<file path="config.mk">
export PLATFORM = sky130hd
export DESIGN_NAME = hazard_ctrl_flat
export DESIGN_NICKNAME = d
export VERILOG_FILES = /design/src/rtl/hazard_ctrl_if.sv /design/src/rtl/hazard_ctrl.sv /design/src/flat_wrapper.sv
export SDC_FILE = /design/constraint.sdc
export NUM_CORES = 1
export LEC_CHECK = 0
export ABC_AREA = 1
export CAP_MARGIN = 10
export CORE_MARGIN = 2
export CORE_UTILIZATION = 47
export CTS_BUF_LIST = sky130_fd_sc_hd__clkbuf_16
export CTS_CLUSTER_DIAMETER = 40
export DETAILED_ROUTE_END_ITERATION = 6
export HOLD_SLACK_MARGIN = 0.08
export PLACE_DENSITY = 0.81
export SETUP_SLACK_MARGIN = 0.1
export SYNTH_ARGS = -nofsm -noshare
export SYNTH_HDL_FRONTEND = slang
export SYNTH_SLANG_ARGS = --single-unit
export TNS_END_PERCENT = 100
</file>
<file path="constraint.sdc">
create_clock -name clk -period 2 [get_ports clk]
set_input_delay 0.4 -clock clk [delete_from_list [all_inputs] [get_ports clk]]
set_output_delay 0.4 -clock clk [all_outputs]
set_load 0.02 [all_outputs]
</file>
<file path="src/rtl/hazard_ctrl_if.sv">
// -----------------------------------------------------------------------------
// hazard_ctrl_if
// Bundle of every hazard-controller signal other than clock and reset.
//   master : pipeline side. Drives the hazard sources and consumes the
//            stall/flush/pc_write controls, halted and stall_cycles.
//   slave  : hazard_ctrl side. Reads the hazard sources and drives the
//            controls.
// Parameter CNT_W sets the width of stall_cycles and must match the
// controller's CNT_W.
// -----------------------------------------------------------------------------
interface hazard_ctrl_if #(
    parameter int CNT_W = 16
);
    // Hazard sources
    logic [1:0]       rs_ID;
    logic [1:0]       rt_ID;
    logic             use_rs_ID;
    logic             use_rt_ID;
    logic             RegWrite_EX;
    logic             d_readM_EX;
    logic [1:0]       write_reg_addr_EX;
    logic             RegWrite_MEM;
    logic [1:0]       write_reg_addr_MEM;
    logic             d_req_MEM;
    logic             d_ready;
    logic             i_ready;
    logic             jump_mispredict_ID;
    logic             branch_mispredict_EX;
    logic             is_halted_WB;
    // Pipeline controls
    logic             pc_write;
    logic             stall_IF_ID;
    logic             stall_ID_EX;
    logic             stall_EX_MEM;
    logic             stall_MEM_WB;
    logic             flush_IF_ID;
    logic             flush_ID_EX;
    logic             flush_EX_MEM;
    logic             flush_MEM_WB;
    logic             halted;
    logic [CNT_W-1:0] stall_cycles;

    modport master (
        output rs_ID, rt_ID, use_rs_ID, use_rt_ID, RegWrite_EX, d_readM_EX,
               write_reg_addr_EX, RegWrite_MEM, write_reg_addr_MEM, d_req_MEM,
               d_ready, i_ready, jump_mispredict_ID, branch_mispredict_EX,
               is_halted_WB,
        input  pc_write, stall_IF_ID, stall_ID_EX, stall_EX_MEM, stall_MEM_WB,
               flush_IF_ID, flush_ID_EX, flush_EX_MEM, flush_MEM_WB, halted,
               stall_cycles
    );

    modport slave (
        input  rs_ID, rt_ID, use_rs_ID, use_rt_ID, RegWrite_EX, d_readM_EX,
               write_reg_addr_EX, RegWrite_MEM, write_reg_addr_MEM, d_req_MEM,
               d_ready, i_ready, jump_mispredict_ID, branch_mispredict_EX,
               is_halted_WB,
        output pc_write, stall_IF_ID, stall_ID_EX, stall_EX_MEM, stall_MEM_WB,
               flush_IF_ID, flush_ID_EX, flush_EX_MEM, flush_MEM_WB, halted,
               stall_cycles
    );
endinterface

</file>
<file path="src/rtl/hazard_ctrl.sv">
// -----------------------------------------------------------------------------
// hazard_ctrl
// Pipeline hazard and stall controller for the 16-bit 5-stage TSC core.
// It drives stall/flush for IF_ID, ID_EX, EX_MEM and MEM_WB and the PC write
// enable. It discards a wrong-path fetch that returns after a redirect (DROP
// state). It holds the core once HLT retires (HALT state). It also keeps a
// saturating count of stalled cycles.
//
// Ports:
//   clk      : clock, rising edge
//   reset_n  : synchronous, active-low reset
//   hz       : hazard_ctrl_if.slave. Hazard sources in; stall_*, flush_*,
//              pc_write, halted and stall_cycles out.
// Parameters:
//   CNT_W    : stall_cycles width (default 16)
// Configuration macro:
//   FORWARDING_EN : when defined, only load-use is a RAW hazard (the EX/MEM
//                   forwarding paths are active). When undefined, any
//                   EX or MEM producer of an ID source is a RAW hazard.
// -----------------------------------------------------------------------------
module hazard_ctrl #(
    parameter int CNT_W = 16
) (
    input  logic         clk,
    input  logic         reset_n,
    hazard_ctrl_if.slave hz
);
    typedef enum logic [1:0] {
        RUN  = 2'd0,
        DROP = 2'd1,
        HALT = 2'd2
    } state_e;

    state_e           state_q, state_d;
    logic             halted_q, halted_d;
    logic [CNT_W-1:0] stall_cycles_q, stall_cycles_d;

    // Control vectors ordered {IF_ID, ID_EX, EX_MEM, MEM_WB}
    logic [3:0] stall_v;
    logic [3:0] flush_v;
    logic       pc_write;

    logic dep_ex;
    logic load_use;
    logic raw;
    logic dmem_wait;

    assign dep_ex = (hz.use_rs_ID && (hz.rs_ID == hz.write_reg_addr_EX)) ||
                    (hz.use_rt_ID && (hz.rt_ID == hz.write_reg_addr_EX));
    assign load_use  = hz.d_readM_EX && hz.RegWrite_EX && dep_ex;
    assign dmem_wait = hz.d_req_MEM && !hz.d_ready;

`ifdef FORWARDING_EN
    assign raw = load_use;
`else
    logic dep_mem;
    assign dep_mem = (hz.use_rs_ID && (hz.rs_ID == hz.write_reg_addr_MEM)) ||
                     (hz.use_rt_ID && (hz.rt_ID == hz.write_reg_addr_MEM));
    // WB producers are never hazards: the register file writes in the
    // first half-cycle.
    assign raw = (hz.RegWrite_EX && dep_ex) || (hz.RegWrite_MEM && dep_mem);
`endif

    always_comb begin
        // NOTE: every output gets a default first so no path infers a latch.
        state_d  = state_q;
        stall_v  = 4'b0000;
        flush_v  = 4'b0000;
        pc_write = 1'b0;

        if (!reset_n) begin
            flush_v = 4'b1111;
        end else if (state_q == HALT || hz.is_halted_WB) begin
            // The HLT is already in WB, so it beats a pending data-memory wait.
            stall_v = 4'b1111;
            state_d = HALT;
        end else if (dmem_wait) begin
            // Freeze everything upstream of MEM. Mispredict flags stay asserted
            // while their stages are held, so they are acted on later.
            stall_v = 4'b1110;
            flush_v = 4'b0001;
        end else if (hz.branch_mispredict_EX) begin
            flush_v  = 4'b1100;
            pc_write = 1'b1;
            if (!hz.i_ready) state_d = DROP;
        end else if (raw) begin
            stall_v = 4'b1000;
            flush_v = 4'b0100;
        end else if (hz.jump_mispredict_ID) begin
            flush_v  = 4'b1000;
            pc_write = 1'b1;
            if (!hz.i_ready) state_d = DROP;
        end else if (!hz.i_ready) begin
            flush_v = 4'b1000;
        end else if (state_q == DROP) begin
            // The word arriving now belongs to the abandoned path.
            flush_v = 4'b1000;
            state_d = RUN;
        end else begin
            pc_write = 1'b1;
        end
    end

    always_comb begin
        halted_d       = (state_d == HALT);
        stall_cycles_d = stall_cycles_q;
        if (state_q != HALT && !hz.is_halted_WB && !pc_write &&
            stall_cycles_q != {CNT_W{1'b1}}) begin
            stall_cycles_d = stall_cycles_q + 1'b1;
        end
    end

    always_ff @(posedge clk) begin
        // NOTE: sequential state uses non-blocking assignments only.
        if (!reset_n) begin
            state_q        <= RUN;
            halted_q       <= 1'b0;
            stall_cycles_q <= '0;
        end else begin
            state_q        <= state_d;
            halted_q       <= halted_d;
            stall_cycles_q <= stall_cycles_d;
        end
    end

    assign hz.pc_write     = pc_write;
    assign hz.stall_IF_ID  = stall_v[3];
    assign hz.stall_ID_EX  = stall_v[2];
    assign hz.stall_EX_MEM = stall_v[1];
    assign hz.stall_MEM_WB = stall_v[0];
    assign hz.flush_IF_ID  = flush_v[3];
    assign hz.flush_ID_EX  = flush_v[2];
    assign hz.flush_EX_MEM = flush_v[1];
    assign hz.flush_MEM_WB = flush_v[0];
    assign hz.halted       = halted_q;
    assign hz.stall_cycles = stall_cycles_q;
endmodule

</file>
<file path="src/flat_wrapper.sv">
// flat-port wrapper written by rule: the top's interface ports become plain ports
module hazard_ctrl_flat 
#(
    parameter int CNT_W = 16
)
  (clk, reset_n, hz_rs_ID, hz_rt_ID, hz_use_rs_ID, hz_use_rt_ID, hz_RegWrite_EX, hz_d_readM_EX, hz_write_reg_addr_EX, hz_RegWrite_MEM, hz_write_reg_addr_MEM, hz_d_req_MEM, hz_d_ready, hz_i_ready, hz_jump_mispredict_ID, hz_branch_mispredict_EX, hz_is_halted_WB, hz_pc_write, hz_stall_IF_ID, hz_stall_ID_EX, hz_stall_EX_MEM, hz_stall_MEM_WB, hz_flush_IF_ID, hz_flush_ID_EX, hz_flush_EX_MEM, hz_flush_MEM_WB, hz_halted, hz_stall_cycles);
  hazard_ctrl_if #(.CNT_W(CNT_W)) hz_i ();
  input  logic clk;
  input  logic reset_n;
  input wire logic [$bits(hz_i.rs_ID)-1:0] hz_rs_ID;
  input wire logic [$bits(hz_i.rt_ID)-1:0] hz_rt_ID;
  input wire logic [$bits(hz_i.use_rs_ID)-1:0] hz_use_rs_ID;
  input wire logic [$bits(hz_i.use_rt_ID)-1:0] hz_use_rt_ID;
  input wire logic [$bits(hz_i.RegWrite_EX)-1:0] hz_RegWrite_EX;
  input wire logic [$bits(hz_i.d_readM_EX)-1:0] hz_d_readM_EX;
  input wire logic [$bits(hz_i.write_reg_addr_EX)-1:0] hz_write_reg_addr_EX;
  input wire logic [$bits(hz_i.RegWrite_MEM)-1:0] hz_RegWrite_MEM;
  input wire logic [$bits(hz_i.write_reg_addr_MEM)-1:0] hz_write_reg_addr_MEM;
  input wire logic [$bits(hz_i.d_req_MEM)-1:0] hz_d_req_MEM;
  input wire logic [$bits(hz_i.d_ready)-1:0] hz_d_ready;
  input wire logic [$bits(hz_i.i_ready)-1:0] hz_i_ready;
  input wire logic [$bits(hz_i.jump_mispredict_ID)-1:0] hz_jump_mispredict_ID;
  input wire logic [$bits(hz_i.branch_mispredict_EX)-1:0] hz_branch_mispredict_EX;
  input wire logic [$bits(hz_i.is_halted_WB)-1:0] hz_is_halted_WB;
  output wire logic [$bits(hz_i.pc_write)-1:0] hz_pc_write;
  output wire logic [$bits(hz_i.stall_IF_ID)-1:0] hz_stall_IF_ID;
  output wire logic [$bits(hz_i.stall_ID_EX)-1:0] hz_stall_ID_EX;
  output wire logic [$bits(hz_i.stall_EX_MEM)-1:0] hz_stall_EX_MEM;
  output wire logic [$bits(hz_i.stall_MEM_WB)-1:0] hz_stall_MEM_WB;
  output wire logic [$bits(hz_i.flush_IF_ID)-1:0] hz_flush_IF_ID;
  output wire logic [$bits(hz_i.flush_ID_EX)-1:0] hz_flush_ID_EX;
  output wire logic [$bits(hz_i.flush_EX_MEM)-1:0] hz_flush_EX_MEM;
  output wire logic [$bits(hz_i.flush_MEM_WB)-1:0] hz_flush_MEM_WB;
  output wire logic [$bits(hz_i.halted)-1:0] hz_halted;
  output wire logic [$bits(hz_i.stall_cycles)-1:0] hz_stall_cycles;
  assign hz_i.rs_ID = hz_rs_ID;
  assign hz_i.rt_ID = hz_rt_ID;
  assign hz_i.use_rs_ID = hz_use_rs_ID;
  assign hz_i.use_rt_ID = hz_use_rt_ID;
  assign hz_i.RegWrite_EX = hz_RegWrite_EX;
  assign hz_i.d_readM_EX = hz_d_readM_EX;
  assign hz_i.write_reg_addr_EX = hz_write_reg_addr_EX;
  assign hz_i.RegWrite_MEM = hz_RegWrite_MEM;
  assign hz_i.write_reg_addr_MEM = hz_write_reg_addr_MEM;
  assign hz_i.d_req_MEM = hz_d_req_MEM;
  assign hz_i.d_ready = hz_d_ready;
  assign hz_i.i_ready = hz_i_ready;
  assign hz_i.jump_mispredict_ID = hz_jump_mispredict_ID;
  assign hz_i.branch_mispredict_EX = hz_branch_mispredict_EX;
  assign hz_i.is_halted_WB = hz_is_halted_WB;
  assign hz_pc_write = hz_i.pc_write;
  assign hz_stall_IF_ID = hz_i.stall_IF_ID;
  assign hz_stall_ID_EX = hz_i.stall_ID_EX;
  assign hz_stall_EX_MEM = hz_i.stall_EX_MEM;
  assign hz_stall_MEM_WB = hz_i.stall_MEM_WB;
  assign hz_flush_IF_ID = hz_i.flush_IF_ID;
  assign hz_flush_ID_EX = hz_i.flush_ID_EX;
  assign hz_flush_EX_MEM = hz_i.flush_EX_MEM;
  assign hz_flush_MEM_WB = hz_i.flush_MEM_WB;
  assign hz_halted = hz_i.halted;
  assign hz_stall_cycles = hz_i.stall_cycles;
  hazard_ctrl #(.CNT_W(CNT_W)) u_core (.clk(clk), .reset_n(reset_n), .hz(hz_i));
endmodule
</file>
==> results of run 1 <==
==> cells in the final DEF (no fill, tap or decap), types with 3 or more instances in the layout <==
cell,n
xnor2_1,3
buf_2,6
nand2_2,12
a21oi_1,4
inv_1,19
clkdlybuf4s50_1,21
dlymetal6s2s_1,4
nor2_1,14
o21ai_0,4
nor2_4,3
nand2_1,45
dfxtp_1,19
a21oi_2,13
clkbuf_2,8
clkbuf_16,3
xor2_1,11
inv_2,16
nand3_1,30
nor3_1,6
buf_4,22
==> power groups by stage <==
stage               combinational [mW]  clock (mW)  sequential, mW
floorplan                        0.149           0           0.414
global placement                 0.277           0           0.406
detailed placement               0.280           0           0.406
CTS                              0.272       0.418           0.398
global route                     0.301       0.436           0.400
finish                           0.275       0.419           0.399
==> per-stage QoR <==
step | cell area [um^2] | hold slack, ps | utilization (%)
global placement | 2098 | 487.0 | 68.73
detailed placement | 2098 | 490.4 | 68.73
global route | 2158 | 531.6 | 70.70
CTS | 2166 | 499.3 | 70.94
floorplan | 1515 | 517.0 | -
finish | 2158 | 496.7 | 70.70
==> path summary, 6_finish.rpt <==
kind	start	slack (ps)	endpoint
worst max-delay path	reset_n	140	hz_stall_MEM_WB
worst min-delay path	u_core.hz.stall_cycles[8]	500	u_core.hz.stall_cycles[8]
worst max register to register	u_core.hz.stall_cycles[1]	350	u_core.hz.stall_cycles[11]
worst min register to register	u_core.hz.stall_cycles[8]	500	u_core.hz.stall_cycles[8]
==> sequential cells by signal (all words and copies together) (netlist names) <==
| signal | count |
|---|---|
| u_core.hz.halted | 1 |
| u_core.state_q | 2 |
| u_core.hz.stall_cycles | 16 |
==> cell families after synthesis <==
| group | synth area share, % |
|---|---|
| simple gates | 40.07 |
| buf+inv | 12.75 |
| compound gates | 13.08 |
| flops | 25.17 |
| xor+xnor | 8.113 |
| fa+ha+maj | 0.8277 |
==> metal layers <==
| layer | share of wire (%) | GRT usage [%] |
|---|---|---|
| met1 | 46 | 30.12 |
| met2 | 48 | 36.41 |
| met3 | 5.1 | 3.198 |
| met4 | 0.98 | 5.590 |
| met5 | 0 | 0 |
==> worst max-delay path, stage by stage <==
cell,delay (ps)
clkdlybuf4s50_1,530
inv_2,100
nor2_1,110
clkdlybuf4s15_1,300
==> layout make-up <==
type                            instances  area [um^2]  area share, %
Clock buffer                            3        75.07          3.478
Multi-Input combinational cell        162        982.2          45.51
Sequential cell                        19        380.4          17.62
Tap cell                               44        55.05          2.551
Inverter                               36        136.4          6.319
Timing Repair Buffer                   64        524.3          24.29
Clock inverter                          1        5.005         0.2319
==> repair_timing <==
action,4_1_cts,5_1_grt
gates cloned,0,0
endpoints found under the setup margin,25,13
gates resized for setup,60,32
pin swaps,5,7
buffers inserted,1,0
==> flow_metrics.tcl, run 1 <==
set metrics [dict create \
    status "finished clean" \
    worst_r2r_path_depth 7 \
    route.detailed.drc 0 \
    cp-end-kind "primary output" \
    antenna_found_initial 0 \
    numCtsBuffers 3 \
    drtPass1Iterations 4 \
    timing.max_cap.violations 0 \
    synth-edff-count 0 \
    portBuffers 45 \
    cp_max_fo 5 \
    clk_latency_ps 250 \
    synth_flop_cell "dfxtp_1" \
    drt-initial-drc-count 52 \
    area_delta_synth_final_pct 42.80 \
    rows 20 \
    worst_pin_slew_ps 345.1 \
    synthCells 224 \
    drive_gt1_share_pct 34.04 \
    clockRootBuffer "clkbuf_16" \
    pre_cts_slack_ps -599.5 \
    wirelength_um 3762 \
    ctsHtreeMaxLevel 1 \
    hold_class "reg2reg" \
    die_width_um 60.71 \
    combPwrFrac_pct 25.1 \
    grt_pass1_vias 1436 \
    synth_area_per_cell_um2 6.748 \
    synthTopCellsByArea "dfxtp_1 25%, nand2_1 11%, nand3_1 9.9%" \
    fmax_mhz 538.8 \
    rsz0062_at_grt "true" \
    yosysWarnings 0 \
    p_int_mw 0.7756 \
    hold_viol 0 \
    synth-seq-area-share_pct 25.17 \
    crit_arrival_ps 1460 \
    die_y_um 60.71 \
    synthTopCellsByCount "46 x nand2_1, 30 x nand3_1, 27 x inv_1, 19 x dfxtp_1, 16 x nor2_1" \
    core_region_area_mm2 0.003053 \
    nets 308 \
    yosys.cell_count.top_type "nand2_1" \
    path_class "in2out" \
    worstHoldPathCells 2 \
    leakagePower_nw 0.9409 \
    vias_per_cell 4.930 \
    skew_ps 2.355 \
    switchingPower_mw 0.3164 \
    n_antenna_cell 0 \
    yosysTopAreaCellShare_pct 25.17 \
    netSwitchingFraction_pct 28.97 \
    dp_hpwl_um 2832 \
    grt_overflow 0 \
    slew_headroom_pct 76.87 \
    drv_slew 0 \
    die_area_mm2 0.003686 \
    worstPathRequired_ps 1600 \
    fin_cells 329 \
    gp_congestion 0.8563 \
    fin_setup_tns_ps 0 \
    ir_drop_uv 338.9 \
    boundaryPins 47 \
    dp_cells 324 \
    async_reset_ff_share_pct 0 \
    start_util_pct 49.51 \
    synth-seq-cells 19 \
    setup_ws_ps 144.2 \
    grt_max_degree 18 \
    cts_tree "done" \
    synth_cell_type_count 32 \
    vias 1622 \
    p_total_mw 1.092 \
    p_seq_share_pct 36.5 \
    period_needed_ps 1856 \
    yosys.area.top_type "dfxtp_1" \
    synth_fp_nets 246 \
    netlist_area_mm2 0.001511 \
    pwr-share-clk_pct 38.3 \
    setup_violations 0 \
    p_per_area_mw_per_mm2 506.0 \
    cts_sinks 19 \
    grt_first_pass_wirelength_um 6285 \
    ctsLongestPathBuffers 2 \
    clk_pin_slew_worst_paths_ps 50 \
    grt_usage_pct 21.98 \
    timing.final.crit_share_pct 92.79 \
    ant_nets 0 \
    fill_cells 267 \
    routedWlPerCell_um 11.43 \
    hold_buffers 0 \
    startpoint_type "input pin" \
]
(Power assumes the default switching activity.)
==> run 2: changes to the inputs <==
Settings changed: SKIP_CTS_REPAIR_TIMING set to 1.
==> run 2 against run 1 <==
Core utilization up 2.7 points. Via count is 0.31% higher. Power is 1.1% higher. Setup slack got worse by 47 ps. Clock skew is 1.2 ps lower. Clock power down 1%. Design area grew 3.8%. Clock-buffer cell count unchanged. Non-clock buffer count grew 1. Largest power group unchanged.
==> flow_metrics.tcl, run 2 (same netlist as run 1, synthesis figures left out) <==
set metrics [dict create \
    status "finished clean" \
    hold_class "reg2reg" \
    switchingPower_mw 0.3135 \
    worst_pin_slew_ps 348.0 \
    boundaryPins 47 \
    portBuffers 45 \
    slowest_delay_ps 160 \
    path_cells "dlymetal6s2s_1, inv_1, nand2_1, nand2_1, nand3_1, nand2_1, nand2_1, nand2_2, nand2_4, a21oi_4, nor2_1, buf_4" \
    wirelength_um 3856 \
    core_region_area_mm2 0.003053 \
    setup_ws_ps 97.37 \
    numCtsBuffers 3 \
    design_area_mm2 0.002240 \
    start_util_pct 49.51 \
    ant_nets 0 \
    largest_reg_flops 16 \
    netSwitchingFraction_pct 28.39 \
    ctsHtreeMaxLevel 1 \
    fin_setup_tns_ps 0 \
    rsz0062_at_grt "true" \
    slew_headroom_pct 76.67 \
    clockRootBuffer "clkbuf_16" \
    cts_tree "done" \
    crit_arrival_ps 1500 \
    gp_congestion 0.8563 \
    cp-end-kind "primary output" \
    rows 20 \
    pre_cts_slack_ps -599.5 \
    vias_per_cell 4.930 \
    pwr-share-clk_pct 37.6 \
    layout_commonest_cell "nand2_1" \
    placedInstanceArea_mm2 0.002098 \
    p_per_area_mw_per_mm2 493.0 \
    setup_violations 0 \
    ctsLongestPathBuffers 2 \
    grt_first_pass_wirelength_um 6251 \
    slowest_stage "dlymetal6s2s_1" \
    die_area_mm2 0.003686 \
    startpoint_type "input pin" \
    p_total_mw 1.104 \
    drtPass1Iterations 4 \
    fmax_mhz 525.6 \
    antenna_found_initial 0 \
    die_width_um 60.71 \
    leakagePower_nw 1.049 \
    grt_usage_pct 21.90 \
    area_delta_synth_final_pct 48.18 \
    vias 1627 \
    p_int_mw 0.7907 \
    hold_viol 0 \
    grt_pass1_vias 1436 \
    route.detailed.drc 0 \
    path_class "in2out" \
    grt_max_degree 18 \
    drv_slew 0 \
    worstPathRequired_ps 1600 \
    clk_latency_ps 250 \
    skew_ps 1.168 \
    post-route-util_pct 73.36 \
    fin_hold_ws_ps 497.1 \
    p_seq_share_pct 36.1 \
    final_cell_mix "46 x nand2_1, 30 x nand3_1, 22 x clkdlybuf4s50_1, 22 x buf_4, 20 x inv_1" \
    n_antenna_cell 0 \
    fill_cells 247 \
    cp_max_fo 3 \
    cpMostUsedCell "nand2_1" \
    dp_cells 324 \
    fin_cells 330 \
    routedWlPerCell_um 11.68 \
    period_needed_ps 1903 \
    timing.final.crit_share_pct 95.13 \
    drive_gt1_share_pct 29.72 \
    drt-initial-drc-count 44 \
    dp_hpwl_um 2832 \
    ir_drop_uv 333.9 \
    cts_sinks 19 \
    clk_pin_slew_worst_paths_ps 50 \
    grt_overflow 0 \
    nets 309 \
    combPwrFrac_pct 26.3 \
    die_y_um 60.71 \
    timing.max_cap.violations 0 \
]
[run 2: changes by cell type in the layout (fill, tap and decap cells not counted), sizes merged, moves of 2 or more]
cell,delta
clkbuf,-3
clkdlybuf4s15,-2
dlymetal6s2s,+11
buf,-5
[run 2: final timing paths]
| check | start | cells after the start | end | slack [ps] |
|---|---|---|---|---|
| max | hz_rt_ID[0] | 12 | hz_flush_IF_ID | 100 |
| min | u_core.hz.stall_cycles[8] | 2 | u_core.hz.stall_cycles[8] | 500 |
| max reg2reg | u_core.state_q[0] | 10 | u_core.hz.stall_cycles[11] | 320 |
| min reg2reg | u_core.hz.stall_cycles[8] | 2 | u_core.hz.stall_cycles[8] | 500 |
[run 2: metal layers]
layer / global-route usage [%] / vias to the layer above / share of wire (%) / routed length (um)
li1: - / 839 / - / -
met1: 29.73 / 735 / 47 / 1799
met2: 36.56 / 47 / 47 / 1809
met4: 5.590 / 0 / 1.2 / 47
met3: 3.198 / 6 / 5.2 / 199
met5: 0 / - / 0 / 0
[run 2: worst max-delay path: cells and delay by family]
| family | cells | cell delay [ps] |
|---|---|---|
| buffers and inverters | 3 | 400 |
| AOI/OAI and AO/OA | 1 | 140 |
| and+or+nand+nor | 8 | 540 |
[run 2: final cells by class]
cell class,count,area [um^2],share of cell area (%)
Tap cell,44,55.05,2.458
Inverter,36,135.1,6.034
Multi-Input combinational cell,162,970.9,43.35
Timing Repair Buffer,65,618.1,27.60
Sequential cell,19,380.4,16.98
Clock inverter,1,5.005,0.2235
Clock buffer,3,75.07,3.352
[run 2: power by group through the flow]
stage	Combinational [mW]	Clock (mW)	Sequential [mW]
6_report	0.291	0.415	0.398
5_1_grt	0.316	0.436	0.400
4_1_cts	0.282	0.418	0.398
3_5_place_dp	0.280	0	0.406
3_3_place_gp	0.277	0	0.406
2_1_floorplan	0.149	0	0.414
